[src/rtl/eth_rgmii_rx_framer_pkg.sv]
// Shared types and constants for the RGMII receive framer.
// Preamble/SFD patterns are given in both byte (gigabit) and nibble (10/100) form.
package eth_rgmii_pkg;

  typedef enum logic [1:0] {
    ST_HUNT,
    ST_IDLE,
    ST_PRE,
    ST_DATA
  } rx_state_e;

  localparam logic [7:0] PRE_BYTE = 8'h55;
  localparam logic [7:0] SFD_BYTE = 8'hD5;
  localparam logic [3:0] PRE_NIB  = 4'h5;
  localparam logic [3:0] SFD_NIB  = 4'hD;

endpackage

[src/rtl/eth_rgmii_rx_framer_if.sv]
// RGMII receive halves in, packed payload words out.
// The framer connects through the master modport; the PHY/MAC side uses slave.
interface eth_rgmii_rx_framer_if #(
  parameter int unsigned BYTES = 1
);
  logic                 i_rx_ctl_h;
  logic                 i_rx_ctl_l;
  logic [3:0]           i_rx_data_h;
  logic [3:0]           i_rx_data_l;
  logic                 o_valid;
  logic [8*BYTES-1:0]   o_data;
  logic [BYTES-1:0]     o_be;
  logic                 o_sof;
  logic                 o_eof;
  logic                 o_err;

  modport master (
    input  i_rx_ctl_h, i_rx_ctl_l, i_rx_data_h, i_rx_data_l,
    output o_valid, o_data, o_be, o_sof, o_eof, o_err
  );

  modport slave (
    output i_rx_ctl_h, i_rx_ctl_l, i_rx_data_h, i_rx_data_l,
    input  o_valid, o_data, o_be, o_sof, o_eof, o_err
  );
endinterface

[src/rtl/eth_rx_word_pack.sv]
// Packs received bytes into BYTES-wide words. A full word is held until the
// next byte arrives (mid-frame word) or the frame is flushed (EOF word).
module eth_rx_word_pack #(
  parameter int unsigned BYTES = 1
) (
  input  logic               clk,
  input  logic               rst,
  input  logic               i_start,
  input  logic               i_byte_vld,
  input  logic [7:0]         i_byte,
  input  logic               i_flush,
  input  logic               i_flush_err,
  output logic               o_valid,
  output logic [8*BYTES-1:0] o_data,
  output logic [BYTES-1:0]   o_be,
  output logic               o_sof,
  output logic               o_eof,
  output logic               o_err
);
  localparam int unsigned CW = $clog2(BYTES + 1);

  logic [CW-1:0]      r_cnt;
  logic [8*BYTES-1:0] r_acc;
  logic               r_first;
  logic [BYTES-1:0]   w_be;
  logic [8*BYTES-1:0] w_acc_ins;
  logic               w_full;

  assign w_full = (r_cnt == CW'(BYTES));

  always_comb begin
    w_be      = '0;
    w_acc_ins = r_acc;
    for (int unsigned i = 0; i < BYTES; i++) begin
      w_be[i] = (CW'(i) < r_cnt);
      if (CW'(i) == r_cnt) w_acc_ins[8*i +: 8] = i_byte;
    end
  end

  always_ff @(posedge clk or posedge rst) begin
    if (rst) begin
      r_cnt   <= '0;
      r_acc   <= '0;
      r_first <= 1'b0;
      o_valid <= 1'b0;
      o_data  <= '0;
      o_be    <= '0;
      o_sof   <= 1'b0;
      o_eof   <= 1'b0;
      o_err   <= 1'b0;
    end else begin
      o_valid <= 1'b0;
      o_sof   <= 1'b0;
      o_eof   <= 1'b0;
      o_err   <= 1'b0;
      if (i_start) begin
        r_cnt   <= '0;
        r_acc   <= '0;
        r_first <= 1'b1;
      end else if (i_flush) begin
        // An empty first word still strobes so SFD-only frames are visible.
        o_valid <= 1'b1;
        o_data  <= r_acc;
        o_be    <= w_be;
        o_sof   <= r_first;
        o_eof   <= 1'b1;
        o_err   <= i_flush_err;
        r_cnt   <= '0;
        r_acc   <= '0;
        r_first <= 1'b0;
      end else if (i_byte_vld) begin
        if (w_full) begin
          o_valid <= 1'b1;
          o_data  <= r_acc;
          o_be    <= w_be;
          o_sof   <= r_first;
          r_first <= 1'b0;
          r_acc   <= (8*BYTES)'(i_byte);
          r_cnt   <= CW'(1);
        end else begin
          r_acc <= w_acc_ins;
          r_cnt <= r_cnt + CW'(1);
        end
      end
    end
  end

endmodule

[src/rtl/eth_rgmii_rx_framer.sv]
// RGMII receive framer: preamble/SFD lock, MII nibble assembly, RX_ER decode,
// word packing and saturating frame/error counters.
module eth_rgmii_rx_framer #(
  parameter int unsigned BYTES = 1,
  parameter int unsigned CNT_W = 16
) (
  input  logic                   clk,
  input  logic                   rst,
  input  logic                   i_mii,
  eth_rgmii_rx_framer_if.master  bus,
  output logic [CNT_W-1:0]       o_frame_cnt,
  output logic [CNT_W-1:0]       o_err_cnt
);
  import eth_rgmii_pkg::*;

  rx_state_e  r_state, w_next;
  logic       r_armed;
  logic       r_ctl_h, r_ctl_l;
  logic [3:0] r_dat_h, r_dat_l;
  logic       r_mii, r_seen5, r_phase, r_ferr;
  logic [3:0] r_nib_lo;
  logic [CNT_W-1:0] r_frame_cnt, r_err_cnt;

  logic       w_dv, w_er;
  logic [7:0] w_byte_in, w_byte;
  logic       w_start, w_byte_vld, w_flush, w_flush_err, w_pre_bad;

  assign w_dv      = r_ctl_h;
  assign w_er      = r_ctl_h & ~r_ctl_l;
  assign w_byte_in = {r_dat_l, r_dat_h};

  // r_armed keeps HUNT from treating the reset value of r_ctl_h as a real DV-low sample.
  always_ff @(posedge clk or posedge rst) begin
    if (rst) begin
      r_armed <= 1'b0;
      r_ctl_h <= 1'b0;
      r_ctl_l <= 1'b0;
      r_dat_h <= '0;
      r_dat_l <= '0;
    end else begin
      r_armed <= 1'b1;
      r_ctl_h <= bus.i_rx_ctl_h;
      r_ctl_l <= bus.i_rx_ctl_l;
      r_dat_h <= bus.i_rx_data_h;
      r_dat_l <= bus.i_rx_data_l;
    end
  end

  always_comb begin
    w_next      = r_state;
    w_start     = 1'b0;
    w_byte_vld  = 1'b0;
    w_byte      = w_byte_in;
    w_flush     = 1'b0;
    w_flush_err = 1'b0;
    w_pre_bad   = 1'b0;
    unique case (r_state)
      ST_HUNT: if (r_armed && !w_dv) w_next = ST_IDLE;
      ST_IDLE: if (w_dv) w_next = ST_PRE;
      ST_PRE: begin
        if (!w_dv) begin
          w_next = ST_IDLE;
        end else if (r_mii) begin
          if (r_dat_h == SFD_NIB && r_seen5) begin
            w_next  = ST_DATA;
            w_start = 1'b1;
          end else if (r_dat_h != PRE_NIB) begin
            w_next    = ST_HUNT;
            w_pre_bad = 1'b1;
          end
        end else begin
          if (w_byte_in == SFD_BYTE) begin
            w_next  = ST_DATA;
            w_start = 1'b1;
          end else if (w_byte_in != PRE_BYTE) begin
            w_next    = ST_HUNT;
            w_pre_bad = 1'b1;
          end
        end
      end
      ST_DATA: begin
        if (!w_dv) begin
          w_next      = ST_IDLE;
          w_flush     = 1'b1;
          w_flush_err = r_ferr | (r_mii & r_phase);
        end else if (!r_mii || r_phase) begin
          w_byte_vld = 1'b1;
          w_byte     = r_mii ? {r_dat_h, r_nib_lo} : w_byte_in;
        end
      end
      default: w_next = ST_HUNT;
    endcase
  end

  always_ff @(posedge clk or posedge rst) begin
    if (rst) begin
      r_state     <= ST_HUNT;
      r_mii       <= 1'b0;
      r_seen5     <= 1'b0;
      r_phase     <= 1'b0;
      r_nib_lo    <= '0;
      r_ferr      <= 1'b0;
      r_frame_cnt <= '0;
      r_err_cnt   <= '0;
    end else begin
      r_state <= w_next;
      if (r_state == ST_IDLE) begin
        r_mii   <= i_mii;
        r_seen5 <= 1'b0;
      end else if (r_state == ST_PRE && r_mii && w_dv && r_dat_h == PRE_NIB) begin
        r_seen5 <= 1'b1;
      end
      if (w_start) begin
        r_phase <= 1'b0;
        r_ferr  <= 1'b0;
      end else if (r_state == ST_DATA && w_dv) begin
        if (r_mii) r_phase <= ~r_phase;
        if (r_mii && !r_phase) r_nib_lo <= r_dat_h;
        if (w_er) r_ferr <= 1'b1;
      end
      if (w_flush && r_frame_cnt != '1) r_frame_cnt <= r_frame_cnt + CNT_W'(1);
      if ((w_pre_bad || (w_flush && w_flush_err)) && r_err_cnt != '1)
        r_err_cnt <= r_err_cnt + CNT_W'(1);
    end
  end

  assign o_frame_cnt = r_frame_cnt;
  assign o_err_cnt   = r_err_cnt;

  eth_rx_word_pack #(.BYTES(BYTES)) u_pack (
    .clk         (clk),
    .rst         (rst),
    .i_start     (w_start),
    .i_byte_vld  (w_byte_vld),
    .i_byte      (w_byte),
    .i_flush     (w_flush),
    .i_flush_err (w_flush_err),
    .o_valid     (bus.o_valid),
    .o_data      (bus.o_data),
    .o_be        (bus.o_be),
    .o_sof       (bus.o_sof),
    .o_eof       (bus.o_eof),
    .o_err       (bus.o_err)
  );

endmodule

[src/flat_wrapper.sv]
// flat-port wrapper written by rule: the top's interface ports become plain ports
module eth_rgmii_rx_framer_flat import eth_rgmii_pkg::*;
#(
  parameter int unsigned BYTES = 1,
  parameter int unsigned CNT_W = 16
)
  (clk, rst, i_mii, o_frame_cnt, o_err_cnt, bus_i_rx_ctl_h, bus_i_rx_ctl_l, bus_i_rx_data_h, bus_i_rx_data_l, bus_o_valid, bus_o_data, bus_o_be, bus_o_sof, bus_o_eof, bus_o_err);
  eth_rgmii_rx_framer_if #(.BYTES(BYTES)) bus_i ();
  input  logic clk;
  input  logic rst;
  input  logic i_mii;
  output logic [CNT_W-1:0] o_frame_cnt;
  output logic [CNT_W-1:0] o_err_cnt;
  input wire logic [$bits(bus_i.i_rx_ctl_h)-1:0] bus_i_rx_ctl_h;
  input wire logic [$bits(bus_i.i_rx_ctl_l)-1:0] bus_i_rx_ctl_l;
  input wire logic [$bits(bus_i.i_rx_data_h)-1:0] bus_i_rx_data_h;
  input wire logic [$bits(bus_i.i_rx_data_l)-1:0] bus_i_rx_data_l;
  output wire logic [$bits(bus_i.o_valid)-1:0] bus_o_valid;
  output wire logic [$bits(bus_i.o_data)-1:0] bus_o_data;
  output wire logic [$bits(bus_i.o_be)-1:0] bus_o_be;
  output wire logic [$bits(bus_i.o_sof)-1:0] bus_o_sof;
  output wire logic [$bits(bus_i.o_eof)-1:0] bus_o_eof;
  output wire logic [$bits(bus_i.o_err)-1:0] bus_o_err;
  assign bus_i.i_rx_ctl_h = bus_i_rx_ctl_h;
  assign bus_i.i_rx_ctl_l = bus_i_rx_ctl_l;
  assign bus_i.i_rx_data_h = bus_i_rx_data_h;
  assign bus_i.i_rx_data_l = bus_i_rx_data_l;
  assign bus_o_valid = bus_i.o_valid;
  assign bus_o_data = bus_i.o_data;
  assign bus_o_be = bus_i.o_be;
  assign bus_o_sof = bus_i.o_sof;
  assign bus_o_eof = bus_i.o_eof;
  assign bus_o_err = bus_i.o_err;
  eth_rgmii_rx_framer #(.BYTES(BYTES), .CNT_W(CNT_W)) u_core (.clk(clk), .rst(rst), .i_mii(i_mii), .bus(bus_i), .o_frame_cnt(o_frame_cnt), .o_err_cnt(o_err_cnt));
endmodule
[config.mk]
export PLATFORM = sky130hd
export DESIGN_NAME = eth_rgmii_rx_framer_flat
export DESIGN_NICKNAME = d
export VERILOG_FILES = /design/src/rtl/eth_rgmii_rx_framer_pkg.sv /design/src/rtl/eth_rgmii_rx_framer_if.sv /design/src/rtl/eth_rx_word_pack.sv /design/src/rtl/eth_rgmii_rx_framer.sv /design/src/flat_wrapper.sv
export SDC_FILE = /design/constraint.sdc
export NUM_CORES = 1
export LEC_CHECK = 0
export ABC_AREA = 0
export CORE_MARGIN = 2
export CORE_UTILIZATION = 57
export DETAILED_ROUTE_END_ITERATION = 12
export PLACE_DENSITY = 0.85
export SYNTH_ARGS = -nofsm -noshare
export SYNTH_HDL_FRONTEND = slang
export SYNTH_SLANG_ARGS = --single-unit
[constraint.sdc]
create_clock -name clk -period 4.45 [get_ports clk]
set_input_delay 0.89 -clock clk [delete_from_list [all_inputs] [get_ports clk]]
set_output_delay 0.89 -clock clk [all_outputs]
set_load 0.01 [all_outputs]
Yosys cells after proc, flatten, opt, wreduce, memory -nomap -nowiden. Cells that the tools add are included.

Add/sub/neg operators: 3. Order comparisons: 1. Eq/ne operators: 15. Multiplexer cells: 70. Bitwise logic cells: 6. Reductions and logical operators: 30.

Operators by type and width (number): 8-bit 2-to-1 mux (10); 1-bit 2-to-1 mux (50); 16-bit by 1-bit adder with 16-bit output (second input constant) (2); 16-bit != test (second input constant) (2); 2-bit 2-to-1 mux (9); 2-bit nonzero test (6); 1-bit logical AND (10); 5-bit != test (second input constant) (2); 8-bit == test (second input constant) (1); 8-bit by 7-bit != test with 1-bit output (second input constant) (1); 2-bit one-hot mux with 4 select lines (1); 2-bit AND reduction (3); 3-bit AND reduction (2); 3-bit nonzero test (2); 5-bit AND reduction (1); 2-bit == test (second input constant) (2); 4-bit by 3-bit == test with 1-bit output (second input constant) (1); 4-bit == test (second input constant) (1); 2-bit by 1-bit != test with 1-bit output (second input constant) (2); 4-bit by 3-bit != test with 1-bit output (second input constant) (1); 1-bit logical NOT (3); 1-bit inverter (3); 1-bit bitwise AND (2); 2-bit by 1-bit == test with 1-bit output (second input constant) (1); other kinds (6) (7).

Register bits after elaboration: 76. Output and inout port bits: 45.

Longest topological paths before layout.
Depth in word-level cells: 8. Depth in mapped cells: 8. Depth with buffers taken out: 7.

Modules after synthesis. A second synthesis with hierarchy kept.

Cells, all modules: 305. Area total of the unflattened synthesis: 3597.2 um2.

By module, submodules not included: eth_rgmii_rx_framer (times used 1, cells each 221, area each 2582.5 um2, seq. area each 1326.3 um2); eth_rx_word_pack (times used 1, cells each 84, area each 1014.7 um2, seq. area each 575.6 um2).

Worst setup path after synthesis. Ideal clock, no wire load.

Path kind: register to register. Start: register u_core.r_frame_cnt[0], in the netlist u_core.o_frame_cnt[0]. End: register u_core.r_frame_cnt[1], in the netlist u_core.o_frame_cnt[1]. Library setup time: 0.125 ns. Data arrival time: 1.678 ns. Required time: 4.325 ns. Path slack: 2.648 ns. Cell stages (with the launch flop): 5. Path buffers: 0. Path through: dfrtp_1 > ha_1 > nand4_1 > o31ai_1 > mux2_2.

Word-level cells in the longest chain between the ends: 2. Elaborated cells between the ends (all ways): 3. Those cells by class: 1 x add/sub; 1 x eq/ne; 1 x reduce/logical.

Ends and longest elaborated chain: start: declaration (RTL line eth_rgmii_rx_framer.sv:22) `logic [CNT_W-1:0] r_frame_cnt, r_err_cnt;`; start signal: assignment (RTL line eth_rgmii_rx_framer.sv:121) `if (w_flush && r_frame_cnt != '1) r_frame_cnt <= r_frame_cnt + CNT_W'(1);`; branches (longest 2 deep; another with 16-bit by 1-bit adder with 16-bit output).

Several ways; the timed one is not identified. A chain may end at the register's enable or synchronous reset.

Worst setup path after layout.
Start: register u_core.r_frame_cnt[2], in the netlist u_core.o_frame_cnt[2]. End: output port o_frame_cnt[2].

RTL lines: end: declaration (RTL line flat_wrapper.sv:12) `output logic [CNT_W-1:0] o_frame_cnt;`.

No word-level cell between the ends.

==> metrics.md <==
| Metric | Value |
|---|---|
| Clock root cell | clkbuf_8 |
| Post-cts sizing count | 0 |
| Largest net degree at the start of global routing | 51 |
| RSZ-0062 raised after global routing | no |
| DRC Markers | 0 |
| Routed len/inst | 15.90 um |
| Total grt overflow | 0 |
| Number of max-cap violations | 0 |
| Final setup fails | 0 |
| Die ar. | 6699 um^2 |
| Total net switching power | 0.6398 mW |
| Final core occ | 73.13% |
| Final #Nets | 381 |
| Design area | 4304 um^2 |
| Sw Ratio | 30.77% |
| Avg Inst Size Synth | 11.52 um^2 |
| Final HPWL DP | 4.783 mm |
| CTS max path bufs | 2 |
| Top Ports | 58 |
| Crit path DAT | 1.44 ns |
| EDFF count, synth | 0 |
| Setup Buffers After CTS | 0 |
| Cell Area, Placed | 4089 um^2 |
| Register share of total power | 46.3% |
| Tot GR Track Use | 23.30% |
| Final period util | 52.25% |
| DRT iter0 DRCs | 186 |
| HP Class | flip-flop to flip-flop |
| Routed Antenna Nets | 0 |
| Critical Path RT | 3.56 ns |
| Port bufs | 57 |
| Power density cells | 483.1 nW/um^2 |
| Clk_lat worst skew | ~0.36 ns |
| Critical Path Fanout Max | 8 |
| Slew Limit Fails | 0 |
| Comb power frac | 26.0% |
| Metal-1 WL | 3.096 mm |
| Sequential element share of the synthesized area | 55.05% |
| Crit. Startpoint | u_core.o_frame_cnt[2] |
| Syn nets | 319 |
| Initial Util | between 50% and 60% |
| Pleak | roughly 2 nW |
| Seq cells post-synth | 76 |
| CP peak stage delay | 0.59 ns |
| Highest Signal Layer | met4 |
| Antenna violations before repair | 0 |
| Via Count | 2,553 |
| Vias per std cell | 5.776 |
| Crit path time final | 2.325 ns |
| VDD IR max | 0.3778 mV |
| Inserted Diodes | 0 |
| CTS tree | built |
| Row count | 28 |
| Pint | 1.440 mW |
| Setup TNS Final | 0 ns |
| RD Place Congestion | 0.8190 |
| Top FF cell, synth | dfrtp_1 |
| Die height | 81.85 um |
| Worst clock skew | between 0.01 and 0.015 ns |
| Clk pwr share | 27.7% |
| Synth-to-Final Area Change | 24.59% |
| Fraction of layout cells with a size suffix above 1 | 13.90% |
| Launching point of the worst reg2reg path | u_core.r_dat_h[3] |
| Core Region | 5886 um^2 |
| Synth Cell Area | 3455 um^2 |
| Num CTS Buffers | 9 |
| Worst-path clk slew | around 0.080 ns |
| CP startpoint kind | flip-flop |
| Met3 WL | 328 um |
| Slew headroom | 29.67% |
| Crit path max-delay family | buffers and inverters |
| Beginning of the worst hold path | u_core.u_pack.r_first |
| Critical path, cell by cell | clkdlybuf4s50_1 |
| Slowest CP cell | clkdlybuf4s50_1 |
| Drt pass-1 iters | 4 |
| First-pass GRT wire length | 11.67 mm |
| Detail Route met2 WL | 3.446 mm |
| Final hold viol count | 0 |
| Die X | between 80 and 90 um |
| Post-synthesis async set-or-reset flop share | 100.0% |
| Critical path buffer and inverter count | 1 |
| Maximum clock frequency | between 0.4 and 0.5 GHz |
| Cells after synthesis | 300 |
| Outcome | complete, no violations |
| YS warnings | 0 |
| Power Total | 2.079 mW |
| Clock sink count | 76 |
| Crit path kind | flip-flop to primary output |
| Library cells used by synthesis | 48 |
| CTS H-tree depth | 3 |
| Crit end category | primary output |
| Worst Tran Pin Value | 1.055 ns |
| Final wirelength | about 7 mm |
| Cts hold-fix bufs | 0 |
| Vias in the first global route | 2,512 |
-- per-layer routing --
layer	track usage [%]	vias to the layer above
li1	-	1201
met1	29.90	1250
met2	37.80	80
met3	5.934	22
met4	9.500	0
met5	0	-
-- placed cells by master (no fill, tap or decap), types with 10 or more instances in the layout --
master and n:
nand4_1 11, nand2_1 22, inv_1 10, mux2_2 24, nand3_1 22, xnor2_1 11, a21oi_1 17, clkdlybuf4s50_1 57
xor2_1 14, dfrtp_1 76, nor2_1 12
-- sequential cells by signal (all words and copies together) (netlist names), 2 cells and up --
name,cells
u_core.u_pack.r_acc,8
u_core.r_nib_lo,4
u_core.o_err_cnt,16
u_core.r_dat_h,4
u_core.u_pack.o_data,8
u_core.o_frame_cnt,16
u_core.r_dat_l,4
u_core.r_state,2
-- power groups by stage --
stage	clock network, mW	registers [mW]	logic [mW]
floorplan	0	0.965	0.320
global placement	0	0.961	0.525
detailed placement	0	0.972	0.540
CTS	0.576	0.962	0.544
global route	0.617	0.982	0.599
finish	0.576	0.963	0.540
-- metrics by stage --
| step | hold slack [ns] | setup slack, ns | std cells |
|---|---|---|---|
| floorplan | 0.4460 | 1.622 | 300 |
| global placement | 0.4681 | 2.115 | 426 |
| detailed placement | 0.4750 | 2.085 | 426 |
| CTS | 0.4928 | 2.130 | 442 |
| global route | 0.5173 | 1.957 | 442 |
| finish | 0.4896 | 2.125 | 442 |
-- path summary, 6_finish.rpt --
path | endpoint | slack [ns] | cells after the start
worst max-delay path | o_frame_cnt[2] | 2.12 | 1
worst min-delay path | u_core.u_pack.o_sof | 0.49 | 1
worst max register to register | u_core.u_pack.o_be | 2.16 | 5
worst min register to register | u_core.u_pack.o_sof | 0.49 | 1
max in group asynchronous | u_core.u_pack.o_sof | 2.54 | 3
min in group asynchronous | u_core.o_err_cnt[3] | 0.90 | 2
-- cells in the mapped netlist (all sizes together), types with 2 or more instances --
| master | n | share of area (%) |
|---|---|---|
| o22ai | 2 | 0.36 |
| mux2i | 3 | 0.87 |
| nor4 | 3 | 0.54 |
| ha | 6 | 2.2 |
| xnor2 | 11 | 2.8 |
| nor3b | 2 | 0.43 |
| and4bb | 2 | 0.72 |
| o21ai | 5 | 0.72 |
| nand4b | 2 | 0.51 |
| a31oi | 5 | 0.91 |
| and3 | 5 | 0.91 |
| nor2 | 14 | 1.8 |
| inv | 11 | 1.2 |
| clkbuf | 3 | 0.33 |
| dfrtp | 76 | 55 |
| nor3 | 8 | 1.5 |
| nand2 | 22 | 2.4 |
| mux2 | 24 | 7.8 |
| nand4 | 11 | 2.0 |
| and2 | 2 | 0.36 |
| buf | 4 | 0.76 |
| nand2b | 4 | 0.80 |
| and4 | 5 | 1.3 |
| xor2 | 14 | 3.5 |
| and3b | 2 | 0.51 |
| nand3 | 22 | 3.2 |
| a21oi | 18 | 2.7 |
-- logic make-up (layout without fill, tap and decap cells) --
kind of cell / Yosys count / count (layout) / share of synthesized area [%]
flops: 76 / 76 / 55.05
buf+inv: 18 / 85 / 2.282
compound gates: 37 / 37 / 7.208
xor+xnor: 25 / 25 / 6.338
mux: 27 / 27 / 8.693
other cells: 1 / 1 / 0.1086
simple gates: 110 / 110 / 18.15
fa+ha+maj: 6 / 6 / 2.173
-- area by class of cell --
class                           count  area (um^2)
Clock buffer                       10        127.6
Fill cell                         423         1582
Timing Repair Buffer               58        578.1
Inverter                           11        41.29
Sequential cell                    76         1902
Tap cell                           75        93.84
Multi-Input combinational cell    206         1474
Clock inverter                      6        87.58
Note: power is estimated with default switching activity, not from simulation.
